**src/rtl/acc_multiplier.sv**
```systemverilog
// -----------------------------------------------------------------------------
// acc_multiplier
//
// Sequential 16x16 unsigned shift-add multiplier. It is the execution unit
// behind the controller's MULT_1 / MULT_WAIT states. ACC drives `a`, MDR
// drives `b`, and the low half of the result (`product`) is written back
// into ACC.
//
// One multiplier bit is processed per clock. The result registers are
// separate from the working registers, so `product`, `prod_hi` and `ovf`
// stay stable for the whole run. They change only on the edge that raises
// `done`.
//
// Ports
//   clk      in   1   rising-edge clock
//   rst      in   1   asynchronous active-high reset
//   start    in   1   request; sampled in IDLE and on the edge leaving DONE
//   a        in  16   multiplicand, sampled on the accepting edge
//   b        in  16   multiplier, sampled on the accepting edge
//   busy     out  1   high in RUN and DONE
//   done     out  1   one-cycle pulse, result valid
//   product  out 16   (a*b)[15:0]
//   prod_hi  out 16   (a*b)[31:16]
//   ovf      out  1   |prod_hi; valid with done, held afterwards
//
// Optional feature
//   ACC_MUL_EARLY_EXIT_EN : when defined, the unit finishes as soon as no set
//   multiplier bits remain. Latency becomes max(1, msb_index(b)+1) cycles.
//   When undefined, latency is always 16 cycles.
// -----------------------------------------------------------------------------
module acc_multiplier (
    input  logic        clk,
    input  logic        rst,
    input  logic        start,
    input  logic [15:0] a,
    input  logic [15:0] b,
    output logic        busy,
    output logic        done,
    output logic [15:0] product,
    output logic [15:0] prod_hi,
    output logic        ovf
);

    typedef enum logic [1:0] {
        IDLE = 2'd0,
        RUN  = 2'd1,
        DONE = 2'd2
    } state_t;

    state_t      state_reg;
    logic [31:0] mcand_reg;
    logic [15:0] mplier_reg;
    logic [31:0] acc32_reg;
    logic [4:0]  cnt_reg;
    logic        busy_reg;
    logic        done_reg;
    logic [15:0] product_reg;
    logic [15:0] prod_hi_reg;
    logic        ovf_reg;

    logic [31:0] acc32_next;
    logic [15:0] mplier_next;
    logic        last_step;

    // Partial-product accumulate for the current edge. The sum cannot exceed
    // 32 bits because the full product of two 16-bit values fits in 32 bits.
    assign acc32_next  = acc32_reg + (mplier_reg[0] ? mcand_reg : 32'h0000_0000);
    assign mplier_next = mplier_reg >> 1;

`ifdef ACC_MUL_EARLY_EXIT_EN
    // Finish once the remaining multiplier bits are all zero. The count
    // check is kept as a backstop, although at count 15 the shifted
    // multiplier is always zero anyway.
    assign last_step = (cnt_reg == 5'd15) || (mplier_next == 16'h0000);
`else
    assign last_step = (cnt_reg == 5'd15);
`endif

    always_ff @(posedge clk or posedge rst) begin
        if (rst) begin
            state_reg   <= IDLE;
            mcand_reg   <= 32'h0000_0000;
            mplier_reg  <= 16'h0000;
            acc32_reg   <= 32'h0000_0000;
            cnt_reg     <= 5'd0;
            busy_reg    <= 1'b0;
            done_reg    <= 1'b0;
            product_reg <= 16'h0000;
            prod_hi_reg <= 16'h0000;
            ovf_reg     <= 1'b0;
        end else begin
            case (state_reg)
                // The edge that leaves DONE also samples start. This lets a
                // start held high run back-to-back, one multiply every 17
                // cycles. Starts that arrive during RUN are dropped.
                IDLE, DONE: begin
                    done_reg <= 1'b0;
                    if (start) begin
                        state_reg  <= RUN;
                        busy_reg   <= 1'b1;
                        mcand_reg  <= {16'h0000, a};
                        mplier_reg <= b;
                        acc32_reg  <= 32'h0000_0000;
                        cnt_reg    <= 5'd0;
                    end else begin
                        state_reg <= IDLE;
                        busy_reg  <= 1'b0;
                    end
                end

                RUN: begin
                    acc32_reg  <= acc32_next;
                    mcand_reg  <= mcand_reg << 1;
                    mplier_reg <= mplier_next;
                    cnt_reg    <= cnt_reg + 5'd1;
                    if (last_step) begin
                        state_reg   <= DONE;
                        done_reg    <= 1'b1;
                        product_reg <= acc32_next[15:0];
                        prod_hi_reg <= acc32_next[31:16];
                        ovf_reg     <= |acc32_next[31:16];
                    end
                end

                default: begin
                    state_reg <= IDLE;
                    busy_reg  <= 1'b0;
                    done_reg  <= 1'b0;
                end
            endcase
        end
    end

    assign busy    = busy_reg;
    assign done    = done_reg;
    assign product = product_reg;
    assign prod_hi = prod_hi_reg;
    assign ovf     = ovf_reg;

endmodule

```
**config.mk**
```make
export PLATFORM = sky130hd
export DESIGN_NAME = acc_multiplier
export DESIGN_NICKNAME = d
export VERILOG_FILES = /design/src/rtl/acc_multiplier.sv
export SDC_FILE = /design/constraint.sdc
export NUM_CORES = 1
export LEC_CHECK = 0
export CAP_MARGIN = 5
export CORE_MARGIN = 2
export CORE_UTILIZATION = 46
export CTS_BUF_LIST = sky130_fd_sc_hd__clkbuf_4 sky130_fd_sc_hd__clkbuf_8
export DETAILED_ROUTE_END_ITERATION = 10
export PLACE_DENSITY = 0.69
export SLEW_MARGIN = 20
export SYNTH_ARGS = -nofsm -noshare
export SYNTH_HDL_FRONTEND = slang
export SYNTH_SLANG_ARGS = --single-unit
export TNS_END_PERCENT = 50
```
**constraint.sdc**
```tcl
create_clock -name clk -period 4.1 [get_ports clk]
set_input_delay 1.025 -clock clk [delete_from_list [all_inputs] [get_ports clk]]
set_output_delay 1.025 -clock clk [all_outputs]
set_load 0.005 [all_outputs]
```
==> results.py <==
metrics = {
    "synthesis": {
        "synth_seq_area_share": 0.446,
        "syn_avg_cell_area_sq_um": 9.52,
        "synth_top_area_cell": "dfrtp_1",
        "synth-edff-count": 0,
        "synth_compound_area_frac": 0.224,
        "async_reset_ff_frac": 1.00,
        "synth-seq-cells": 121,
        "synth_top_family_by_area": "compound AO/OA/AOI/OAI gates",
        "synth_xor_area_frac": 0.0284,
        "yosysUniqueCellTypes": 64,
        "synthSimpleGateAreaFrac": 0.178,
        "ys.flop_type": "dfrtp_1",
        "syn_nets": 782,
        "syn_inst": 713,
        "synth_top_cell_area_share": 0.446,
        "muxShareOfSynthArea": 0.0245,
        "yosys.area_share.adder": 0.0638,
        "ys_warn_count": 0,
        "synthTopCellsByArea": "dfrtp_1, nand2_1, ha_1",
        "syn_area_sq_um": 6790,
    },
    "sta": {
        "relSlewSlack": 0.417,
        "worstMarginPinSlew_ns": 0.874,
        "timing.hold.ws_ns": 0.480,
        "finalCriticalPeriod_ns": 3.74,
        "finalSetupViolCount": 0,
        "skew_ns": 0.0110,
        "rsz0062_at_grt": "false",
        "post-route-period-util": 0.912,
        "tns_ns": 0,
        "fmax_ghz": 0.267,
        "hold_violations": 0,
        "maxSlewViolCount": 0,
    },
    "cells_and_area": {
        "diodes": 0,
        "area_growth_pct": 18.2,
        "layout_common_cells": "nand2_1, dfrtp_1, clkdlybuf4s50_1",
        "layout.nets": 841,
        "drive_above_1_share": 0.0981,
        "final_common_cell": "nand2_1",
        "finish.instance_area_sq_um": 8020,
    },
    "power_and_ir_drop": {
        "switchingPower_w": 0.00255,
        "power_density_nw_per_um2": 761,
        "p_int_w": 0.00355,
        "pwr-share-seq": 0.343,
        "switching_share": 0.418,
        "pwr-share-clk": 0.173,
        "p_leak_nw": 3.69,
        "p_comb_frac": 0.484,
        "ir_drop_mv": 0.277,
    },
    "die": {
        "start_util": 0.469,
        "row_count": 44,
        "die-area_sq_um": 15700,
        "fp.dieW_um": 125,
        "fp.coreArea_sq_um": 14500,
        "ios": 70,
        "die_h_um": 125,
    },
    "clock_network": {
        "cts_sinks": 121,
        "path_clk_slew_ns": 0.08,
        "postCtsSetupRepairBufs": 0,
        "cts_made_buffers": 17,
        "cts_root_buf": "clkbuf_8",
        "cts_max_path_buffers": 2,
        "clock_latency_ns": 0.46,
        "h-tree-depth": 4,
        "cts_tree": "yes",
    },
    "placement": {
        "io_buffer_count": 69,
        "gp_congestion": 0.921,
        "hpwl_um": 11800,
        "dpl_cell_area_sq_um": 7630,
    },
    "drt": {
        "first_pass_iters": 5,
        "wirelength_um": 16400,
        "ant_nets": 0,
        "avgViaCountPerCell": 5.70,
        "wl_per_cell_um": 17.0,
        "drt_iter0_markers": 303,
        "drc": 0,
        "route.vias.total": 5524,
    },
    "critical_path": {
        "crit_buf_inv": 0,
        "path_max_fanout": 33,
        "critPathKind": "reg -> reg",
        "cp.arrival_ns": 4.08,
        "worst_setup_path_end_kind": "flop",
        "worst_setup_path_start_kind": "flop",
        "worstPathCellList": "and2_1 -> ha_1 -> fa_1 -> a21o_1 -> a31oi_1 -> or2_1 -> o2111a_1 -> nor2_1 -> o311ai_0 -> o21ai_1 -> nor4_2 -> a21oi_1",
        "crit_required_ns": 4.44,
        "cpPeakStageDelay_ns": 0.62,
        "reg2reg_slack_ns": 0.36,
        "slowest_stage": "o311ai_0",
        "cp_top_family": "compound AO/OA/AOI/OAI gates",
    },
    "global_route": {
        "grt_max_degree": 66,
        "grt_pass1_wl_um": 27500,
        "grt_usage": 0.218,
        "first_global_vias": 5473,
        "grt_overflow": 0,
        "antenna_found_initial": 0,
    },
    "outcome": {
        "outcome": "completed",
    },
    "min_path": {
        "hold_path_class": "reg -> reg",
    },
    "run": {
        "maxCapViolCount": 0,
    },
}
## synth_stat cells (2+ instances only)
cell,n
and4_1,4
o311ai_0,4
ha_1,33
a22o_1,33
nor3_1,4
nand3_1,12
and3_2,2
o21bai_1,5
or3_1,5
a31oi_1,4
buf_6,5
a211oi_1,5
nand2_1,129
a22oi_1,31
a21o_1,11
xnor2_1,13
and2_1,36
mux2_2,13
nor2_1,24
dfrtp_1,121
o21a_1,5
inv_1,14
nand4_1,5
a211o_1,5
o2111a_1,2
mux2i_1,2
o31ai_1,4
nand2b_1,3
or3_2,2
o21ai_1,6
xor2_1,9
a21oi_1,32
a21oi_2,5
buf_1,2
clkbuf_1,28
o21ai_0,54
and3_1,7
o211ai_1,3
nor2b_1,5
buf_4,2
## worst min-delay path, delay by kind of cell (launching register included)
| family | cells | cell delay, ns |
|---|---|---|
| flops | 1 | 0.35 |
| simple gates | 2 | 0.10 |
## final timing paths
kind	from	endpoint	cells past startpoint
max in group asynchronous	rst	mplier_reg[3]	3
max reg2reg	mplier_reg[0]	ovf	12
min in group asynchronous	rst	mcand_reg[9]	2
min reg2reg	mplier_reg[13]	mplier_reg[13]	2
max	mplier_reg[0]	ovf	12
min	mplier_reg[13]	mplier_reg[13]	2
## per-layer routing
metal  part of all wire  wire, um  global-route usage  up-vias
li1                   -         -                   -     2701
met1               0.47      7770               0.305     2634
met2               0.45      7360               0.332      163
met3              0.059       968              0.0569       26
met4              0.020       331              0.0693        0
met5                  0         0                   0        -
## layout make-up
cell class | instances | area, sq um
Tap cell | 184 | 230
Inverter | 14 | 56.3
Clock inverter | 14 | 139
Fill cell | 1293 | 6460
Sequential cell | 121 | 3030
Clock buffer | 18 | 248
Multi-Input combinational cell | 540 | 3540
Timing Repair Buffer | 78 | 783
## through the flow
| stage | setup slack (ns) | cells | total power (W) | utilization |
|---|---|---|---|---|
| after floorplan | 1.15 | 713 | 0.00414 | - |
| after global placement | 0.410 | 937 | 0.00496 | 0.527 |
| after detailed placement | 0.266 | 937 | 0.00506 | 0.527 |
| after CTS | 0.244 | 969 | 0.00613 | 0.554 |
| after global routing | 0.124 | 969 | 0.00659 | 0.554 |
| final | 0.360 | 969 | 0.00610 | 0.554 |
## power by group through the flow
stage	clock (W)	combinational, W	sequential, W
global placement	0	0.00287	0.00209
CTS	0.00108	0.00296	0.00209
detailed placement	0	0.00295	0.00211
global route	0.00114	0.00328	0.00217
floorplan	0	0.00216	0.00198
finish	0.00106	0.00295	0.00209
## logic make-up after synthesis
kind of cell | count (synthesis)
DFF | 121
AOI/OAI and AO/OA | 219
adders and majority gates | 34
buffers and inverters | 52
xor gates and xnor gates | 22
and+or+nand+nor | 250
muxes | 15
## repair_timing
item | in CTS | in global routing
hold buffers | 0 | 0
endpoints found under the setup margin | 0 | 1
resized for setup | 0 | 1
Note: power is estimated with default switching activity, not from simulation.
==> edit 1: new RTL, same settings <==
Add a define of `ACC_MUL_EARLY_EXIT_EN`.
--- a/src/rtl/acc_multiplier.sv
+++ b/src/rtl/acc_multiplier.sv
@@ -28,6 +28,8 @@
 //   multiplier bits remain. Latency becomes max(1, msb_index(b)+1) cycles.
 //   When undefined, latency is always 16 cycles.
 // -----------------------------------------------------------------------------
+`define ACC_MUL_EARLY_EXIT_EN
+
 module acc_multiplier (
     input  logic        clk,
     input  logic        rst,
Formal check against the unedited RTL: not equivalent (a bounded check fails within 4 cycles, from zero or initial values and one cycle with rst high).
==> edit 1 against the unedited design <==
  * Sequential share of layout area shrank 0.24 points
  * Clock power is 9% higher
  * Largest power group unchanged
  * Final area up 0.61%
  * Synthesized cell count is 2.9% higher
  * Total power increased by 6.6%
  * Critical endpoint unchanged
  * Area after synthesis barely moved
  * Sequential power hardly changed
  * Wire length up 4.4%
  * First-iteration DRC count increased by 47%
  * Worst setup slack improved by 0.022 ns
  * Sequential cell count unchanged
==> edit 1: results (changes against the unedited design) <==
[run_status]
status = complete, no violations

[finish]
buffers_excl_clock = 76  ; -2.6%
multi_input_cells = 560  ; +3.7%
fill_cells = 1273  ; -1.5%
buf_share_pct = 9.52  ; -0.25 points
multi_input_area_share_pct = 44.2  ; +0.090 points
seq_share_pct = 37.5  ; -0.24 points
nNetsFinal = 857  ; +1.9%
drive_gt1_share_pct = 7.74  ; -2.1 points
inverters = 12  ; -2
clkCellAreaFrac_pct = 5.33  ; +0.51 points
area_growth_pct = 19.0
final_cells = 985  ; +1.7%

[grt]
use_met3_pct = 4.45  ; -1.2 points
grt_pass1_vias = 5604  ; +2.4%
grt.total_usage_pct = 22.6  ; +0.81 points
gr-usage-met1_pct = 32.5  ; +2.0 points
antenna_found_initial = 0  ; unchanged
grt_max_degree = 122  ; +85%
grt_pass1_wl_um = 28600  ; +3.9%

[synth]
synth_xor_area_share_pct = 3.34  ; +0.50 points
synth_common_cells = nand2_1, dfrtp_1, a22o_1, a21oi_1, and2_1
synthMuxAreaShare_pct = 0.793  ; -1.7 points
synth-compound-area-share_pct = 21.1  ; -1.3 points
synth.area.top_cells = dfrtp_1, nand2_1, ha_1, a22o_1, a22oi_1
synth.distinct_cells = 63  ; -1.6%
synth_area_per_cell_um2 = 9.24  ; -2.9%
syn_nets = 803  ; +2.7%
seq_area_frac_synth_pct = 44.6  ; about the same

[power_and_ir_drop]
ir_drop_uv = 417  ; +50%
comb_power_share_pct = 50.0  ; +1.6 points
power.density_nw_per_um2 = 806  ; +5.9%
pwr-share-seq_pct = 32.1  ; -2.2 points
leakagePower_nw = 3.75  ; +1.4%
switchingPower_mw = 2.73  ; +7.1%

[setup_path]
path_max_fanout = 15  ; -55%
slowest_delay_ns = 0.54  ; -0.08 ns
r2r_setup_slack_ns = 0.38  ; +0.02 ns
cpMaxStageDelayCell = dfrtp_1
r2r_cells = 12  ; unchanged
crit_arrival_ns = 4.05  ; -0.03 ns

[detailed_routing]
wl_met3_um = 879  ; -9.2%
wl_met2_um = 7530  ; +2.4%
first_iter_violations = 445  ; +47%
drt_wl_total_um = 17100  ; +4.4%
top_layer = met4
m1WireLength_um = 8240  ; +6.1%

[timing]
finClkSkew_ns = 0.0128  ; +0.00183 ns
whs_ns = 0.474  ; -0.00662 ns
worst_slew_pin_slew_ns = 0.890  ; +0.0160 ns

[placement]
dpl_cell_area_um2 = 7640  ; about the same
place_inst = 953  ; +1.7%
dp_hpwl_um = 11800  ; -0.38%
routabilityCongestion = 0.895  ; -2.8%
post-place-ws_ns = 0.502  ; +0.236 ns

[worst_hold_path]
hold-path-endpoint = product[12]
hp-start = product[12]

[floorplanning]
fp.dieArea_um2 = 15700  ; about the same

==> edit 1: cells by family (layout without fill, tap and decap cells) <==
kind of cell / count (synthesis) / in the layout
AO/OA/AOI/OAI: 195 / 195
XOR/XNOR: 25 / 25
adder cells (fa/ha/maj): 34 / 34
buffers and inverters: 53 / 120
flip-flops: 121 / 121
multiplexers: 5 / 5
AND/OR/NAND/NOR: 301 / 301
==> edit 1: how the worst max path moves through the flow <==
stage	from	to	slack [ns]	depth (start not counted)
after CTS	mplier_reg[0]	ovf	0.44	12
after detailed placement	mplier_reg[0]	ovf	0.50	12
final	mplier_reg[0]	ovf	0.38	12
after global routing	mplier_reg[0]	ovf	0.18	12
after floorplan	mplier_reg[0]	ovf	1.03	12
after global placement	mplier_reg[0]	ovf	0.64	12
==> edit 1: worst max-delay path: cells and delay by family, from the launching register on <==
kind	cells	cell delay, ns
compound gates	7	1.68
fa+ha+maj	2	0.61
simple gates	2	0.58
flops	1	0.54
xor+xnor	1	0.16
==> edit 2: new RTL, same flow settings <==
Made on the original files. Encoding of `state_t`: now one-hot (3 bits for 3 states).
--- a/src/rtl/acc_multiplier.sv
+++ b/src/rtl/acc_multiplier.sv
@@ -41,10 +41,10 @@
     output logic        ovf
 );
 
-    typedef enum logic [1:0] {
-        IDLE = 2'd0,
-        RUN  = 2'd1,
-        DONE = 2'd2
+    typedef enum logic [2:0] {
+        IDLE = 3'b001,
+        RUN  = 3'b010,
+        DONE = 3'b100
     } state_t;
 
     state_t      state_reg;
Behaviour: no difference found for any inputs over 10 cycles, from zero or initial values and one cycle with rst high; not proved beyond that.
==> edit 2 against the unedited design <==
  * Wire length shrank 4.1%
  * Final area down 3.1%
  * Via count decreased by 1.9%
  * Area after synthesis is 2.6% lower
  * Count of clock-buffer cells in the layout increased by 4
  * Sequential cell count rose by 1
  * Worst setup slack better by 0.099 ns
  * Critical endpoint unchanged
Power is not compared: it rests on default switching activity, and its combinational part moved more than twofold at a synthesized area within 25%.
==> edit 2: results (changes against the unedited design) <==
[run_status]
status = complete, no violations

[finish]
buffers_excl_clock = 78  ; unchanged
seq_share_pct = 39.3  ; +1.5 points
clkCellAreaFrac_pct = 4.22  ; -0.60 points
multi_input_cells = 551  ; +2.0%
inverters = 11  ; -3
seq_cell_count = 122  ; +0.83%
buf_share_pct = 9.92  ; +0.15 points
multi_input_area_um2 = 3350  ; -5.3%
drive_gt1_share_pct = 7.73  ; -2.1 points
clkbuf_count = 22  ; +4
seqCellArea_um2 = 3050  ; +0.83%
fill_cells = 1259  ; -2.6%
nNetsFinal = 850  ; +1.1%
antenna_cells = 0  ; unchanged

[detailed_routing]
drt_pre_antenna_iters = 5  ; unchanged
via_per_inst = 5.59  ; -1.9%
first_iter_violations = 330  ; +8.9%
drt_wl_total_um = 15800  ; -4.1%
vias = 5417  ; -1.9%

[synth]
synthAdderAreaFrac_pct = 6.55  ; +0.17 points
seq_area_frac_synth_pct = 46.2  ; +1.6 points
synth_xor_area_share_pct = 4.33  ; +1.5 points
syn_nets = 797  ; +1.9%
synth.distinct_cells = 61  ; -4.7%
synth-compound-area-share_pct = 20.3  ; -2.1 points
synth.area.top_cells = dfrtp_1, nand2_1, ha_1, o21ai_0, a22oi_1
synthMuxAreaShare_pct = 0.341  ; -2.1 points
synth_common_cells = nand2_1, dfrtp_1, o21ai_0, clkbuf_1
synth_area_per_cell_um2 = 9.08  ; -4.6%

[power_and_ir_drop]
leakagePower_nw = 3.51

[setup_path]
rr_startpoint = mplier_reg[0]
crit_arrival_ns = 3.95  ; -0.13 ns
r2r_cells = 13  ; +1
cpMaxStageDelayCell = fa_1
path_max_fanout = 31  ; -6.1%
slowest_delay_ns = 0.47  ; -0.15 ns

[placement]
post-place-ws_ns = 0.550  ; +0.284 ns
dpl_cell_area_um2 = 7440  ; -2.5%
place_inst = 942  ; +0.53%
routabilityCongestion = 0.955  ; +3.7%
dp_hpwl_um = 10900  ; -7.6%

[timing]
setup_slack_ns = 0.459  ; +0.0986 ns
whs_ns = 0.480  ; -0.000732 ns
finClkSkew_ns = 0.0131  ; +0.00212 ns
slew_headroom_pct = 38.2  ; -3.5 points

[grt]
antenna_found_initial = 0  ; unchanged
grt.total_usage_pct = 22.5  ; +0.73 points
grt_pass1_vias = 5297  ; -3.2%
grt_pass1_wl_um = 26600  ; -3.4%
grt_max_degree = 123  ; +86%

[worst_hold_path]
hold-path-endpoint = product[4]
hp-start = product[4]

## edit 2: per-layer routing
| metal | up-vias | global-route usage [%] | part of all wire (%) |
|---|---|---|---|
| met5 | - | 0 | 0 |
| met4 | 0 | 7.03 | 1.5 |
| met3 | 23 | 6.18 | 5.0 |
| met2 | 137 | 33.0 | 44 |
| met1 | 2595 | 32.4 | 50 |
| li1 | 2662 | - | - |
## edit 2: power by group
group / leakage [nW] / internal, mW / switching (mW)
Sequential: 1.64 / 1.48 / 0.190
Clock: 0.178 / 0.499 / 0.456
Combinational: 1.69 / 0.502 / 0.947
## edit 2: worst register-to-register path: stages, from the launching register on
cell,delay [ns]
dfrtp_1,0.39
buf_4,0.22
and2_1,0.19
fa_1,0.47
a211oi_2,0.29
o21bai_1,0.10
a21oi_1,0.33
o221ai_1,0.24
a31o_2,0.32
xnor2_1,0.24
and4_1,0.22
nand4_1,0.09
and4bb_1,0.29
a31oi_1,0.09
